<file path="config.mk">
export PLATFORM = sky130hd
export DESIGN_NAME = intersection_scheduler_flat
export DESIGN_NICKNAME = d
export VERILOG_FILES = /design/src/rtl/intersection_scheduler_if.sv /design/src/rtl/intersection_scheduler.sv /design/src/flat_wrapper.sv
export SDC_FILE = /design/constraint.sdc
export NUM_CORES = 1
export LEC_CHECK = 0
export ABC_CLOCK_PERIOD_IN_PS = 2150
export BUFFER_PORTS_ARGS = -buffer_cell sky130_fd_sc_hd__buf_2
export CAP_MARGIN = 20
export CORE_UTILIZATION = 55
export CTS_BUF_LIST = sky130_fd_sc_hd__clkbuf_2
export CTS_CLUSTER_DIAMETER = 40
export CTS_CLUSTER_SIZE = 30
export DETAILED_ROUTE_END_ITERATION = 6
export PLACE_DENSITY_LB_ADDON = 0.08
export REMOVE_ABC_BUFFERS = 1
export SETUP_SLACK_MARGIN = 0.1
export SYNTH_ARGS = -nofsm -noshare
export SYNTH_HDL_FRONTEND = slang
export SYNTH_SLANG_ARGS = --single-unit
</file>
<file path="constraint.sdc">
create_clock -name clk -period 2.15 [get_ports clk]
set_clock_uncertainty 0.1 [all_clocks]
set_input_delay 0.3225 -clock clk [delete_from_list [all_inputs] [get_ports clk]]
set_output_delay 0.3225 -clock clk [all_outputs]
set_load 0.005 [all_outputs]
</file>
<file path="src/rtl/intersection_scheduler_if.sv">
// Sensor/button inputs and light-driver outputs of the intersection scheduler.
//   car_present, ped_req, preempt : raw asynchronous levels into the scheduler
//   light_wash, light_pros        : light heads, bit0 red, bit1 yellow, bit2 green
//   walk                          : walk indication
//   ped_ack                       : one-cycle pulse when a new walk request is latched
//   phase                         : current state code
// master drives the inputs (sensor side); slave is the scheduler.
interface intersection_scheduler_if;
  logic       car_present;
  logic       ped_req;
  logic       preempt;
  logic [2:0] light_wash;
  logic [2:0] light_pros;
  logic       walk;
  logic       ped_ack;
  logic [2:0] phase;

  modport master (
    output car_present, ped_req, preempt,
    input  light_wash, light_pros, walk, ped_ack, phase
  );

  modport slave (
    input  car_present, ped_req, preempt,
    output light_wash, light_pros, walk, ped_ack, phase
  );
endinterface

</file>
<file path="src/rtl/intersection_scheduler.sv">
// Prospect/Washington intersection timing and arbitration controller.
// A free-running prescaler makes a tick every TICK_DIV cycles; a Moore FSM sequences
// both heads through green, yellow and all-red, arbitrates the cross phase between
// Prospect cars and pedestrians (alternating on ties), and honours an emergency preempt
// that returns right-of-way to Washington.
// Ports:
//   clk  : clock
//   rst  : synchronous active-high reset
//   bus  : slave side of intersection_scheduler_if (raw inputs in, lights/walk/ack/phase out)
module intersection_scheduler #(
  parameter int unsigned TICK_DIV    = 25000000,
  parameter int unsigned MIN_GREEN   = 5,
  parameter int unsigned MAX_GREEN   = 10,
  parameter int unsigned YLW_TIME    = 2,
  parameter int unsigned ALLRED_TIME = 1,
  parameter int unsigned WALK_TIME   = 6
) (
  input logic                     clk,
  input logic                     rst,
  intersection_scheduler_if.slave bus
);

  localparam int unsigned     CntW     = $clog2(TICK_DIV);
  localparam logic [CntW-1:0] TickLast = CntW'(TICK_DIV - 1);
  localparam logic [7:0]      MinLast  = 8'(MIN_GREEN - 1);
  localparam logic [7:0]      MaxLast  = 8'(MAX_GREEN - 1);
  localparam logic [7:0]      YlwLast  = 8'(YLW_TIME - 1);
  localparam logic [7:0]      ArLast   = 8'(ALLRED_TIME - 1);
  localparam logic [7:0]      WalkLast = 8'(WALK_TIME - 1);

  typedef enum logic [2:0] {
    StWGrn   = 3'd0,
    StWYlw   = 3'd1,
    StArSide = 3'd2,
    StPGrn   = 3'd3,
    StPYlw   = 3'd4,
    StArMain = 3'd5,
    StWalk   = 3'd6
  } state_e;

  state_e          state_q, state_d;
  logic [CntW-1:0] presc_q, presc_d;
  logic [7:0]      timer_q, timer_d;
  // Two-flop synchronizers; bit 1 is the value safe to use.
  logic [1:0]      car_sync_q, ped_sync_q, pre_sync_q;
  logic            car_req_q, car_req_d;
  logic            ped_pend_q, ped_pend_d;
  logic            last_grant_q, last_grant_d;  // 0 = car, 1 = ped
  logic            ped_ack_q;

  logic tick, car_sync, ped_sync, pre_sync;
  logic enter_pgrn, enter_walk;

  assign tick     = (presc_q == TickLast);
  assign car_sync = car_sync_q[1];
  assign ped_sync = ped_sync_q[1];
  assign pre_sync = pre_sync_q[1];

  always_comb begin
    state_d = state_q;
    case (state_q)
      StWGrn: begin
        if (tick && timer_q >= MinLast && !pre_sync && (car_req_q || ped_pend_q)) begin
          state_d = StWYlw;
        end
      end
      StWYlw: begin
        if (tick && timer_q == YlwLast) state_d = StArSide;
      end
      StArSide: begin
        if (tick && timer_q == ArLast) begin
          if (pre_sync)                     state_d = StWGrn;
          // On a tie, grant whichever side was not served last.
          else if (car_req_q && ped_pend_q) state_d = last_grant_q ? StPGrn : StWalk;
          else if (car_req_q)               state_d = StPGrn;
          else if (ped_pend_q)              state_d = StWalk;
          else                              state_d = StWGrn;
        end
      end
      StPGrn: begin
        // Preempt ends the Prospect green without waiting for a tick.
        if (pre_sync ||
            (tick && ((timer_q >= MinLast && !car_sync) || timer_q == MaxLast))) begin
          state_d = StPYlw;
        end
      end
      StPYlw: begin
        if (tick && timer_q == YlwLast) state_d = StArMain;
      end
      StWalk: begin
        if (pre_sync || (tick && timer_q == WalkLast)) state_d = StArMain;
      end
      StArMain: begin
        if (tick && timer_q == ArLast) state_d = StWGrn;
      end
      default: state_d = StWGrn;
    endcase
  end

  assign enter_pgrn = (state_d == StPGrn) && (state_q != StPGrn);
  assign enter_walk = (state_d == StWalk) && (state_q != StWalk);

  always_comb begin
    presc_d = tick ? '0 : presc_q + 1'b1;

    if (state_d != state_q)          timer_d = '0;
    else if (tick && timer_q != 8'hff) timer_d = timer_q + 8'd1;
    else                             timer_d = timer_q;

    // Clearing on grant wins over a simultaneous set.
    car_req_d  = enter_pgrn ? 1'b0 : (car_req_q | car_sync);
    ped_pend_d = enter_walk ? 1'b0 : (ped_pend_q | ped_sync);

    last_grant_d = last_grant_q;
    if (enter_pgrn) last_grant_d = 1'b0;
    if (enter_walk) last_grant_d = 1'b1;
  end

  always_ff @(posedge clk) begin
    if (rst) begin
      state_q      <= StWGrn;
      presc_q      <= '0;
      timer_q      <= '0;
      car_sync_q   <= '0;
      ped_sync_q   <= '0;
      pre_sync_q   <= '0;
      car_req_q    <= 1'b0;
      ped_pend_q   <= 1'b0;
      last_grant_q <= 1'b1;
      ped_ack_q    <= 1'b0;
    end else begin
      state_q      <= state_d;
      presc_q      <= presc_d;
      timer_q      <= timer_d;
      car_sync_q   <= {car_sync_q[0], bus.car_present};
      ped_sync_q   <= {ped_sync_q[0], bus.ped_req};
      pre_sync_q   <= {pre_sync_q[0], bus.preempt};
      car_req_q    <= car_req_d;
      ped_pend_q   <= ped_pend_d;
      last_grant_q <= last_grant_d;
      ped_ack_q    <= ped_pend_d & ~ped_pend_q;
    end
  end

  always_comb begin
    bus.light_wash = 3'b001;
    bus.light_pros = 3'b001;
    bus.walk       = 1'b0;
    case (state_q)
      StWGrn: bus.light_wash = 3'b100;
      StWYlw: bus.light_wash = 3'b010;
      StPGrn: bus.light_pros = 3'b100;
      StPYlw: bus.light_pros = 3'b010;
      StWalk: bus.walk       = 1'b1;
      default: ;
    endcase
  end

  assign bus.phase   = state_q;
  assign bus.ped_ack = ped_ack_q;

endmodule

</file>
<file path="src/flat_wrapper.sv">
// flat-port wrapper written by rule: the top's interface ports become plain ports
module intersection_scheduler_flat 
#(
  parameter int unsigned TICK_DIV    = 25000000,
  parameter int unsigned MIN_GREEN   = 5,
  parameter int unsigned MAX_GREEN   = 10,
  parameter int unsigned YLW_TIME    = 2,
  parameter int unsigned ALLRED_TIME = 1,
  parameter int unsigned WALK_TIME   = 6
)
  (clk, rst, bus_car_present, bus_ped_req, bus_preempt, bus_light_wash, bus_light_pros, bus_walk, bus_ped_ack, bus_phase);
  intersection_scheduler_if bus_i ();
  input logic clk;
  input logic rst;
  input wire logic [$bits(bus_i.car_present)-1:0] bus_car_present;
  input wire logic [$bits(bus_i.ped_req)-1:0] bus_ped_req;
  input wire logic [$bits(bus_i.preempt)-1:0] bus_preempt;
  output wire logic [$bits(bus_i.light_wash)-1:0] bus_light_wash;
  output wire logic [$bits(bus_i.light_pros)-1:0] bus_light_pros;
  output wire logic [$bits(bus_i.walk)-1:0] bus_walk;
  output wire logic [$bits(bus_i.ped_ack)-1:0] bus_ped_ack;
  output wire logic [$bits(bus_i.phase)-1:0] bus_phase;
  assign bus_i.car_present = bus_car_present;
  assign bus_i.ped_req = bus_ped_req;
  assign bus_i.preempt = bus_preempt;
  assign bus_light_wash = bus_i.light_wash;
  assign bus_light_pros = bus_i.light_pros;
  assign bus_walk = bus_i.walk;
  assign bus_ped_ack = bus_i.ped_ack;
  assign bus_phase = bus_i.phase;
  intersection_scheduler #(.TICK_DIV(TICK_DIV), .MIN_GREEN(MIN_GREEN), .MAX_GREEN(MAX_GREEN), .YLW_TIME(YLW_TIME), .ALLRED_TIME(ALLRED_TIME), .WALK_TIME(WALK_TIME)) u_core (.clk(clk), .rst(rst), .bus(bus_i));
endmodule
</file>
Word level (Yosys, flattened, before mapping)

Index checks and enable logic that the tools add are counted.

Multiplexer cells: 17
$lt $le $gt $ge: 1
Reductions and logical operators: 24
Equality and inequality tests: 16
Bitwise logic cells: 4
$add $sub $neg: 2

Operators by type and width:

| kind                    | count |
|---|---|
| $mux W3                 | 12 |
| $add A25 B1 Y25 const B | 1 |
| $eq A25 B25 Y1 const B  | 1 |
| $pmux W3 S7             | 1 |
| $eq A3 B3 Y1 const B    | 4 |
| $logic_and A1 B1 Y1     | 12 |
| $pmux W3 S2             | 2 |
| $eq A3 B2 Y1 const B    | 3 |
| $add A8 B1 Y8 const B   | 1 |
| $eq A8 B1 Y1 const B    | 1 |
| $eq A8 B3 Y1 const B    | 1 |
| $eq A8 B4 Y1 const B    | 1 |
| $ge A8 B3 Y1 const B    | 1 |
| $logic_not A8 Y1        | 1 |
| $ne A8 B8 Y1 const B    | 1 |
| $reduce_or A2 Y1        | 4 |
| $logic_or A1 B1 Y1      | 4 |
| $eq A3 B1 Y1 const B    | 1 |
| $logic_not A3 Y1        | 1 |
| $ne A3 B2 Y1 const B    | 1 |
| $ne A3 B3 Y1            | 1 |
| $ne A3 B3 Y1 const B    | 1 |
| $logic_not A1 Y1        | 2 |
| $mux W1                 | 2 |
| other kinds (3)         | 4 |

Bits of input ports: 5
Logic and storage cells: 74
Register bits: 46

Logic depth before layout (Yosys ltp)

Gate-level depths: netlist of run 1.

Depth in word-level cells: 11
Depth in mapped cells: 9

Worst setup path after synthesis of run 1

Ideal clock, no wire load.

Kind: register to register
Start: reg u_core.presc_q[0]
End: reg u_core.timer_q[1]
Arrival time: 2119 ps
Setup time: 129 ps
Buffers on the path: 1
Slack: -198 ps
Period minus slack after synthesis: 2348 ps
Cell stages (with the launch flop): 10
Required time: 1921 ps
Path through: dfxtp_1 ha_1 nand3_1 nor4_1 and2_1 nand3_1 a2111oi_0 or2_2 buf_2 nor4_1

Cells in the longest elaborated chain, start to end: 8
Elaborated cells between the ends (all ways): 21
Classes of those cells: eq/ne: 2; mux: 8; reduce/logical: 11

RTL lines:

| item                              | RTL line                      | source |
|---|---|---|
| start, declared                   | intersection_scheduler.sv:42  | `logic [CntW-1:0] presc_q, presc_d;` |
| start signal, assigned            | intersection_scheduler.sv:133 | `presc_q <= presc_d;` |
| $eq A25 B25 Y1 (*)                | intersection_scheduler.sv:54  | `assign tick = (presc_q == TickLast);` |
| $logic_and A1 B1 Y1 (3 in a row)  | intersection_scheduler.sv:63  | `if (tick && timer_q >= MinLast && !pre_sync && (car_req_q \|\| ped_pend_q)) begin` |
| $mux W3                           | intersection_scheduler.sv:63  |  |
| $pmux W3 S7                       | intersection_scheduler.sv:61  | `case (state_q)` |
| $ne A3 B3 Y1                      | intersection_scheduler.sv:106 | `if (state_d != state_q) timer_d = '0;` |
| $reduce_or A2 Y1 (no source line) | n/a                           |  |
| end signal, assigned              | intersection_scheduler.sv:134 | `timer_q <= timer_d;` |
| end, declared                     | intersection_scheduler.sv:43  | `logic [7:0] timer_q, timer_d;` |

Every way passes the cells marked *; elsewhere a longest branch is shown, timed or not.
A chain may end at the register's enable or synchronous reset.

Worst setup path after layout of run 1

Start: reg u_core.presc_q[12]
End: reg u_core.timer_q[5]

Same word-level chain as after synthesis.

==> results of run 1 <==
per-stage QoR:
step / TNS [ps] / hold slack (ps) / setup slack (ps) / power (uW) / cell area [um^2]
finish: -3815 / 1.900 / -395.5 / 1427 / 3186
global route: -5287 / -1.958 / -542.9 / 1477 / 3186
CTS: -2801 / 20.31 / -266.6 / 1408 / 2868
detailed placement: -3476 / 345.5 / -351.8 / 942.4 / 2758
global placement: -2695 / 332.8 / -266.5 / 941.3 / 2758
floorplan: -1869 / 291.9 / -199.9 / 916.5 / 2197
area by class of cell:
class / instances / share of cell area [%]
Clock inverter: 1 / 0.9427
Inverter: 12 / 1.414
Multi-Input combinational cell: 192 / 47.37
Timing Repair Buffer: 76 / 17.99
Clock buffer: 7 / 1.100
Sequential cell: 46 / 29.30
Tap cell: 48 / 1.885
registers in the layout (all words and copies together), names as in the netlist:
| register | count |
|---|---|
| u_core.presc_q | 25 |
| u_core.timer_q | 8 |
| u_core.bus.phase | 3 |
| u_core.car_sync_q | 2 |
| u_core.ped_sync_q | 2 |
| u_core.pre_sync_q | 2 |
| u_core.bus.ped_ack | 1 |
| u_core.car_req_q | 1 |
| u_core.last_grant_q | 1 |
| u_core.ped_pend_q | 1 |
per-layer routing:
metal,share of wire (%),up-vias
met3,5.6,17
met4,2.5,0
met1,42,1043
li1,-,1044
met2,50,79
met5,0,-
Yosys cell counts, types with 2 or more instances:
| master | number | area share (%) |
|---|---|---|
| nor2_1 | 46 | 7.7 |
| xnor2_1 | 14 | 5.5 |
| xor2_1 | 14 | 5.5 |
| nor4_1 | 10 | 2.8 |
| clkbuf_1 | 8 | 1.3 |
| nor3_4 | 2 | 1.5 |
| a31oi_1 | 3 | 0.84 |
| o21ai_0 | 3 | 0.67 |
| and2_1 | 2 | 0.56 |
| or3_1 | 4 | 1.1 |
| inv_1 | 12 | 2.0 |
| or2_2 | 2 | 0.56 |
| nor2b_1 | 8 | 2.2 |
| dfxtp_1 | 46 | 41 |
| and4_1 | 2 | 0.78 |
| nor4b_1 | 3 | 1.2 |
| nor3_1 | 8 | 1.8 |
| ha_1 | 4 | 2.2 |
| nand2b_1 | 2 | 0.56 |
| nand4_1 | 7 | 2.0 |
| mux2i_1 | 2 | 0.90 |
| a21oi_1 | 2 | 0.45 |
| nand3_1 | 13 | 2.9 |
| nand2_1 | 16 | 2.7 |
| and3_1 | 5 | 1.4 |
worst register-to-register path, cell delays in order (launching register included):
cell     delay, ps
dfxtp_2        380
nand4_1        190
buf_4          210
nor4_4         310
nand4_1        150
mux2_4         340
nor3_4         300
a41oi_4        160
buf_12         180
nor4_4         140
worst max path at each step:
| stage | endpoint |
|---|---|
| final | u_core.timer_q[5] |
| after global routing | u_core.timer_q[2] |
| after CTS | u_core.timer_q[0] |
| after detailed placement | u_core.timer_q[5] |
| after global placement | u_core.timer_q[7] |
| after floorplan | u_core.timer_q[0] |
cell usage in the layout, fill, tap and decap left out, types with 4 or more instances in the layout:
cell	instances
buf_2	15
nand2_1	15
xor2_1	14
buf_6	4
nand4_1	7
or3_1	4
dfxtp_1	36
and3_1	4
inv_1	12
nand3_1	11
nor3_4	5
nor2b_1	8
dfxtp_2	10
nor2_1	45
buf_4	55
nor4_4	6
clkbuf_2	7
nor4_2	4
xnor2_1	14
what timing repair did:
item | in CTS | in global routing
pin swaps | 8 | 22
endpoints found under the setup margin | 17 | 26
resized for setup | 11 | 52
cloned | 0 | 1
setup buffers | 1 | 6
cells by family after synthesis:
| logic type | synth area share, % |
|---|---|
| compound gates | 7.793 |
| xor+xnor | 10.99 |
| fa+ha+maj | 2.242 |
| buf+inv | 3.587 |
| flops | 41.26 |
| mux | 1.569 |
| simple gates | 32.57 |
report_power, final:
group / leakage, uW / switching [uW] / internal (uW)
sequential: 0.000377 / 10.7 / 868
clock: 0.0000432 / 277 / 207
combinational: 0.000883 / 38.5 / 26.3
==> out/qor.csv, run 1 <==
metric,value,unit
run status,finished with violations,
violations in the final reports,negative setup slack,
total congestion overflow after global routing,0,
Post-Synthesis Cells,258,
fraction of final layout cells sized beyond drive strength 1,40.12,%
clock tree from TritonCTS,built,
endpoint with the worst hold slack,u_core.car_sync_q[0],
"Core Util, Final",84.47,%
cell-by-cell trace of the critical path,"nand4_1, buf_4, nor4_4, nand4_1, mux2_4, nor3_4, a41oi_4, buf_12, nor4_4",
Filler Cell Count,204,
crit start category,flop,
worst min-delay path class,primary input to flop,
total clock buffers created by CTS,5,
number of stages on the worst setup path,9,
Max Cap Violations,0,
data required time of the worst path,2400,ps
layer with the highest usage,met2,
maximum ir drop on the vdd rail,0.4299,mV
number of antenna-violating nets in the routed design,0,
Achievable Freq,392.8,MHz
worst-skew pair later-pin latency,430,ps
number of warnings issued by yosys,0,
Cell Count Post-Placement,367,
PnR worst setup slack,-395.5,ps
number of distinct library cell variants in the gate-level netlist after synthesis,45,
Placeable Area,3771,um^2
"Avg Cell Area, Syn",8.652,um^2
"FFs w/ async S/R, synth",0,%
width of the die,65.71,um
Vias,2183,
setup repair after global routing missed its margin,yes,
Crit Reg-Reg Startpoint,u_core.presc_q[12],
PortBufs,15,
total setup violations reported at the end of the flow,14,
kind of critical path,flop to flop,
"number of standard cells in the layout, taps in and fillers out",382,
normalized max-slew margin,76.05,%
highest fanout seen on the critical path,8,
total routing resource utilization after global routing,25.70,%
Rows,22,
antenna violations before repair,0,
starting density of the core,59.19,%
post-synthesis instance area,2232,um^2
launching element of the worst setup path,u_core.presc_q[12],
Final Routed Wirelength,6377,um
depth of the most critical reg-to-reg path,9,
Final Hold Fails,0,
sequential area share after synthesis,41.26,%
number of flops mapped to enable cells by yosys,0,
Period minus WS final,2546,ps
worst path arrival time,2790,ps
reg2reg setup slack,-400,ps
CTS Root Buffer Type,clkbuf_2,
Pwr per Cell Area,448.0,nW/um^2
launch point of the worst hold path,bus_car_present,
Die Span Y,65.71,um
count of pins on the block boundary,16,
Slew @ Worst Pin,358.7,ps
capturing element type of the critical path,flop,
Slew Limit Fails,0,
drt drc,0,
router iterations before antenna repair,4,
ratio of final minimum period to clock period,118.4,%
number of clock sinks seen by CTS,46,
number of H-tree levels,2,
Lkg Pwr,0.001303,uW
number of storage elements in the synthesis netlist,46,
met3 Usage GRT,4.688,%
ratio of routed vias to standard cells,5.715,
met2 track utilization from global routing,41.71,%
highest cell delay on the worst timing path,380,ps
capturing point of the worst reg2reg path,u_core.timer_q[5],
number of cells traversed by the worst hold path,2,
DIE AREA,4317,um^2
Crit path max-delay family,simple AND/OR/NAND/NOR gates,
initial DRC count,186,
Critical-path top delay cell,dfxtp_2,
maximum number of pins on one net before global-route repair,26,
area taken by flip-flops and latches,933.4,um^2
Total Nets Final,342,
number of diodes added for antenna fixing,0,
Wirelength per Cell,16.69,um
number of buffers on the longest clock path,2,
"Hold-fix buffers, CTS",0,
dpl hpwl,3662,um
met1 track demand over resource,34.12,%
most used flip-flop cell after synthesis,dfxtp_1,
Buf/Inv on CP,2,
gp weighted congestion,0.8610,
via count of the first global-routing pass,1936,
register clock-pin slew on the reported worst setup and hold paths,230,ps
layout overhead on the synthesized area,42.71,%
multi-input logic area,1509,um^2
wire length of the first global-routing pass,8514,um
Note: power is estimated with default switching activity, not from simulation.
==> inputs of run 2 (changes only) <==
--- a/config.mk
+++ b/config.mk
@@ -8,7 +8,8 @@
 export ABC_CLOCK_PERIOD_IN_PS = 2150
 export BUFFER_PORTS_ARGS = -buffer_cell sky130_fd_sc_hd__buf_2
 export CAP_MARGIN = 20
-export CORE_UTILIZATION = 55
+export CORE_MARGIN = 1
+export CORE_UTILIZATION = 56
 export CTS_BUF_LIST = sky130_fd_sc_hd__clkbuf_2
 export CTS_CLUSTER_DIAMETER = 40
 export CTS_CLUSTER_SIZE = 30
==> run 2 against run 1 <==
- the flow still finishes with violations (negative setup slack)
- sequential cell count is the same
- worst setup slack gained 85 ps
- sequential share of layout area rose by 0.43 points
- critical path depth down 2
- first-iteration DRC count increased by 2.2%
- power is 9.9% lower
- critical path type unchanged
- largest cell class unchanged
==> out/qor.csv, run 2 (synthesis results as in run 1) <==
metric,value,unit,change
fraction of final layout cells sized beyond drive strength 1,38.37,%,-1.7 points
total routing resource utilization after global routing,28.14,%,+2.4 points
Slew @ Worst Pin,457.0,ps,+98.29 ps
launch point of the worst hold path,rst,,
"number of standard cells in the layout, taps in and fillers out",392,,+2.6%
crit start category,flop,,
PortBufs,15,,unchanged
starting density of the core,59.63,%,+0.44 points
clock tree from TritonCTS,built,,
Die Span Y,65.14,um,-0.87%
count of pins on the block boundary,16,,unchanged
number of antenna-violating nets in the routed design,0,,unchanged
Wirelength per Cell,14.98,um,-10%
DIE AREA,4243,um^2,-1.7%
depth of the most critical reg-to-reg path,7,,-2
Crit Reg-Reg Startpoint,u_core.timer_q[4],,
run status,finished with violations,,
Final Routed Wirelength,5871,um,-7.9%
PnR worst setup slack,-310.2,ps,+85.31 ps
Placeable Area,3744,um^2,-0.73%
area taken by flip-flops and latches,929.6,um^2,-0.40%
Max Cap Violations,0,,unchanged
number of buffers on the longest clock path,2,,unchanged
Vias,2161,,-1.0%
Slew Limit Fails,0,,unchanged
Lkg Pwr,0.001316,uW,+1.0%
number of H-tree levels,2,,unchanged
gp weighted congestion,0.8802,,+2.2%
dpl hpwl,3918,um,+7.0%
worst path arrival time,2680,ps,-110 ps
worst min-delay path class,primary input to flop,,
layout overhead on the synthesized area,40.08,%,
ratio of final minimum period to clock period,114.4,%,-4.0 points
most frequent cells in the layout,"buf_4, nor2_1, dfxtp_1",,
max FFs per register,25,,unchanged
register clock-pin slew on the reported worst setup and hold paths,210,ps,-20 ps
register with the most flip-flops,u_core.presc_q,,
drt drc,0,,unchanged
total setup violations reported at the end of the flow,13,,-1
Period minus WS final,2460,ps,-85.31 ps
antenna violations before repair,0,,unchanged
capturing point of the worst reg2reg path,u_core.timer_q[6],,
CTS Root Buffer Type,clkbuf_2,,
"most common cell after layout, fill and taps aside",buf_4,,
worst-skew pair later-pin latency,410,ps,-20 ps
number of cells traversed by the worst hold path,2,,unchanged
number of diodes added for antenna fixing,0,,unchanged
WHS,128.4,ps,+126.5 ps
Total Nets Final,352,,+2.9%
Filler Cell Count,236,,+16%
maximum number of pins on one net before global-route repair,26,,unchanged
violations in the final reports,negative setup slack,,
launching element of the worst setup path,u_core.timer_q[4],,
cell seen most often among critical-path stages,nor3_4,,
Buf/Inv on CP,0,,-2
endpoint with the worst hold slack,u_core.bus.phase[0],,
Pwr per Cell Area,411.0,nW/um^2,-8.3%
reg2reg setup slack,-310,ps,+90 ps
setup repair after global routing missed its margin,yes,,
Cell Count Post-Placement,372,,+1.4%
via count of the first global-routing pass,2096,,+8.3%
cell-by-cell trace of the critical path,"or4_4, nor3_4, nand4_1, mux2_4, nor3_4, a41oi_4, nor4_2",,
Rows,22,,unchanged
"Core Util, Final",83.52,%,-0.95 points
capturing element type of the critical path,flop,,
data required time of the worst path,2370,ps,-30 ps
normalized max-slew margin,69.53,%,-6.5 points
highest fanout seen on the critical path,8,,unchanged
router iterations before antenna repair,4,,unchanged
number of clock sinks seen by CTS,46,,unchanged
initial DRC count,190,,+2.2%
maximum ir drop on the vdd rail,0.3913,mV,-9.0%
total clock buffers created by CTS,5,,unchanged
width of the die,65.14,um,-0.87%
Achievable Freq,406.5,MHz,+3.5%
wire length of the first global-routing pass,9059,um,+6.4%
kind of critical path,flop to flop,,
Critical-path top delay cell,or4_4,,
Crit path max-delay family,simple AND/OR/NAND/NOR gates,,
ratio of routed vias to standard cells,5.513,,-3.5%
Final Hold Fails,0,,unchanged
total congestion overflow after global routing,0,,unchanged
highest cell delay on the worst timing path,550,ps,+170 ps
multi-input logic area,1425,um^2,-5.6%
==> run 2: cell types whose count changed in the layout (fill, tap and decap cells not counted), sizes merged <==
| cell | previous run | this run |
|---|---|---|
| bufinv | 1 | 0 |
| buf | 76 | 83 |
| clkinv | 0 | 2 |
| clkbuf | 7 | 6 |
| dlygate4sd3 | 0 | 3 |
==> run 2: worst max-delay path by stage <==
stage / end / slack, ps / cells past startpoint
2_1_floorplan: u_core.timer_q[0] / -200 / 8
3_3_place_gp: u_core.timer_q[0] / -310 / 8
3_5_place_dp: u_core.timer_q[0] / -530 / 8
4_1_cts: u_core.timer_q[6] / -270 / 7
5_1_grt: u_core.timer_q[6] / -430 / 9
6_report: u_core.timer_q[6] / -310 / 7
==> run 2: where the power goes <==
group          switching, uW  internal (uW)
logic                   35.4           30.6
clock network            260           80.0
registers               11.7            868
total                    307            979
==> run 2: timing repair <==
action                                 4_1_cts  5_1_grt
pin swaps                                   17        8
buffers inserted                             4        4
setup endpoints to repair                   20       25
gates cloned                                 1        0
hold buffers                                 0        3
endpoints found under the hold margin        0        3
gates resized for setup                     22       20
==> run 2: cell type report <==
| type | count | share of cell area (%) |
|---|---|---|
| multi-input combinational | 192 | 45.58 |
| sequential | 46 | 29.73 |
| timing repair buffer | 86 | 20.09 |
| tap | 48 | 1.921 |
| inverter | 12 | 1.441 |
| clock buffer | 6 | 0.9604 |
| clock inverter | 2 | 0.2801 |
==> run 2: worst register-to-register path: cells and delay by family (launching register included) <==
family	cells	cell delay (ps)
simple gates	5	1350
flops	1	360
compound gates	1	220
mux	1	340
==> run 2: layer usage <==
metal	wire length (um)	track usage (%)	vias to the layer above
met2	2943	47.14	52
met5	0	0	-
met4	92	11.96	0
li1	-	-	1065
met3	224	6.944	11
met1	2611	34.24	1033
==> run 2: through the flow <==
step / power, uW / TNS [ps] / worst slack, ps / cell area (um^2)
6_report: 1285 / -2593 / -310.2 / 3127
4_1_cts: 1284 / -2279 / -274.6 / 2973
2_1_floorplan: 916.5 / -1869 / -199.9 / 2197
5_1_grt: 1345 / -4153 / -430.5 / 3127
3_3_place_gp: 941.0 / -3197 / -306.0 / 2795
3_5_place_dp: 942.7 / -6323 / -527.1 / 2795
==> inputs of run 3 (changes only) <==
--- a/config.mk
+++ b/config.mk
@@ -5,11 +5,12 @@
 export SDC_FILE = /design/constraint.sdc
 export NUM_CORES = 1
 export LEC_CHECK = 0
+export ABC_AREA = 1
 export ABC_CLOCK_PERIOD_IN_PS = 2150
 export BUFFER_PORTS_ARGS = -buffer_cell sky130_fd_sc_hd__buf_2
 export CAP_MARGIN = 20
 export CORE_MARGIN = 1
-export CORE_UTILIZATION = 56
+export CORE_UTILIZATION = 57
 export CTS_BUF_LIST = sky130_fd_sc_hd__clkbuf_2
 export CTS_CLUSTER_DIAMETER = 40
 export CTS_CLUSTER_SIZE = 30
==> run 3 against run 2 <==
- the flow now finishes without violations
- first-iteration DRC count down 22%
- die area rose by 15%
- synthesized area increased by 17%
- synthesized cell count up 48%
- global-route usage decreased by 4.6 points
- via count up 11%
- combinational power rose by 2%
- largest power group unchanged
==> out/qor.csv, run 3 <==
metric,value,unit,change
Slew @ Worst Pin,360.0,ps,-97.03 ps
Synth area leaders,"dfxtp_1, nand2_1, inv_1",,
number of antenna-violating nets in the routed design,0,,unchanged
PnR worst setup slack,111.4,ps,+421.6 ps
DP Worst Slack,-30.53,ps,+496.6 ps
capturing element type of the critical path,flop,,
dpl hpwl,4033,um,+2.9%
layout overhead on the synthesized area,15.22,%,
router iterations before antenna repair,4,,unchanged
Placeable Area,4384,um^2,+17%
register with the most flip-flops,u_core.presc_q,,
kind of critical path,flop to flop,,
Final TNS setup,0,ps,+2593 ps
highest fanout seen on the critical path,8,,unchanged
number of buffers on the longest clock path,2,,unchanged
worst-skew pair later-pin latency,420,ps,about the same
Vias,2395,,+11%
Lkg Pwr,0.001298,uW,-1.4%
worst path arrival time,2310,ps,-370 ps
ratio of final minimum period to clock period,94.82,%,-20 points
sequential area share after synthesis,35.23,%,-6.0 points
number of storage elements in the synthesis netlist,46,,unchanged
Rows,24,,+9.1%
number of clock sinks seen by CTS,46,,unchanged
starting density of the core,59.62,%,about the same
Post-DP Area,2765,um^2,-1.1%
CTS Root Buffer Type,clkbuf_2,,
most frequently used cell type in the post-synthesis netlist,nand2_1,,
Cell Count Post-Placement,448,,+20%
Max Cap Violations,0,,unchanged
clock tree from TritonCTS,built,,
Crit Reg-Reg Startpoint,u_core.presc_q[1],,
most frequent cells in the layout,"nand2_1, inv_1, nor2_1",,
Slew Limit Fails,0,,unchanged
Pwr per Cell Area,430.6,nW/um^2,+4.7%
width of the die,69.72,um,+7.0%
number of flops mapped to enable cells by yosys,0,,unchanged
ratio of routed vias to standard cells,5.128,,-7.0%
crit start category,flop,,
PortBufs,15,,unchanged
cell area after layout,3012,um^2,-3.7%
total congestion overflow after global routing,0,,unchanged
normalized max-slew margin,75.82,%,+6.3 points
setup repair after global routing missed its margin,yes,,
Achievable Freq,490.5,MHz,+21%
Wirelength per Cell,11.56,um,-23%
"number of standard cells in the layout, taps in and fillers out",467,,+19%
number of warnings issued by yosys,0,,unchanged
drt drc,0,,unchanged
library cell occupying the most area in the post-synthesis netlist,dfxtp_1,,
via count of the first global-routing pass,2167,,+3.4%
max FFs per register,25,,unchanged
"Avg Cell Area, Syn",6.860,um^2,-21%
Final Hold Fails,0,,unchanged
most numerous cell types in the synthesized netlist,"nand2_1, inv_1, nor2_1, dfxtp_1, nand3_1",,
"most common cell after layout, fill and taps aside",nand2_1,,
total clock buffers created by CTS,5,,unchanged
total routing resource utilization after global routing,23.56,%,-4.6 points
Total Nets Final,423,,+20%
data required time of the worst path,2420,ps,+50 ps
number of diodes added for antenna fixing,0,,unchanged
gp weighted congestion,0.8823,,+0.24%
run status,"complete, no violations",,
antenna violations before repair,0,,unchanged
launch point of the worst hold path,rst,,
initial DRC count,148,,-22%
Post-Synthesis Cells,381,,+48%
maximum ir drop on the vdd rail,0.3849,mV,-1.6%
"Core Util, Final",68.69,%,-15 points
wire length of the first global-routing pass,9259,um,+2.2%
Die Span Y,69.72,um,+7.0%
post-synthesis instance area,2614,um^2,+17%
launching element of the worst setup path,u_core.presc_q[1],,
"FFs w/ async S/R, synth",0,%,unchanged
register clock-pin slew on the reported worst setup and hold paths,230,ps,+20 ps
fraction of final layout cells sized beyond drive strength 1,27.71,%,-11 points
Period minus WS final,2039,ps,-421.6 ps
total setup violations reported at the end of the flow,0,,-13
most used flip-flop cell after synthesis,dfxtp_1,,
number of H-tree levels,2,,unchanged
worst min-delay path class,primary input to flop,,
Synth top area share,35.23,%,-6.0 points
count of pins on the block boundary,16,,unchanged
DIE AREA,4860,um^2,+15%
Final Routed Wirelength,5399,um,-8.0%
number of distinct library cell variants in the gate-level netlist after synthesis,35,,-22%
maximum number of pins on one net before global-route repair,15,,-42%
## run 3: cell families (layout without fill, tap and decap cells)
logic type	count (synthesis)	count (layout)	share of synthesized area [%]
compound gates	39	39	8.042
xor+xnor	9	9	3.016
fa+ha+maj	4	4	1.915
buf+inv	71	105	10.24
flops	46	46	35.23
mux	1	1	0.4308
simple gates	211	211	41.12
## run 3: through the flow
step | hold slack [ps] | total power (uW)
detailed placement | 299.9 | 947.7
global placement | 289.6 | 945.1
floorplan | 288.3 | 926.8
finish | 77.66 | 1297
CTS | 70.54 | 1309
global route | 42.94 | 1356
## run 3: worst max-delay path: stages, from the launching register on
cell and delay (ps):
dfxtp_2 410, ha_4 150, nand3_4 90, clkinv_4 80, nand3b_4 110, nor2_4 180, nand4_1 150, nand2_2 120
inv_2 30, nand4_1 70, nand2_2 80, nor2_4 140, nand3_4 160, nor2_2 130
## run 3: cell type report
cell class / count / area [um^2]
timing repair buffer: 29 / 187.7
multi-input combinational: 264 / 1516
clock inverter: 3 / 16.27
clock buffer: 5 / 25.02
inverter: 68 / 260.3
tap: 52 / 65.06
fill: 384 / 1373
sequential: 46 / 940.9
## run 3: worst paths after layout
check	slack [ps]	end	cells after the start
worst max register to register	110	u_core.timer_q[2]	13
worst min register to register	320	u_core.ped_sync_q[1]	2
worst max-delay path	110	u_core.timer_q[2]	13
worst min-delay path	80	u_core.car_sync_q[0]	2
## run 3: what timing repair did
action,CTS,global route
setup buffers,2,6
hold buffers,3,0
endpoints found under the setup margin,8,18
pin swaps,4,12
hold endpoints to repair,3,0
resized for setup,6,35
## run 3: metal layers
layer	up-vias	share of wire [%]	global-route usage, %
li1	1273	-	-
met1	1081	48	30.06
met2	36	48	39.59
met3	5	3.3	5.087
met4	0	0.81	7.556
met5	-	0	0
## run 3: power breakdown
part	total [uW]	switching (uW)	internal [uW]
registers	876	9.58	867
clock network	353	279	74.1
logic	67.3	37.5	29.8
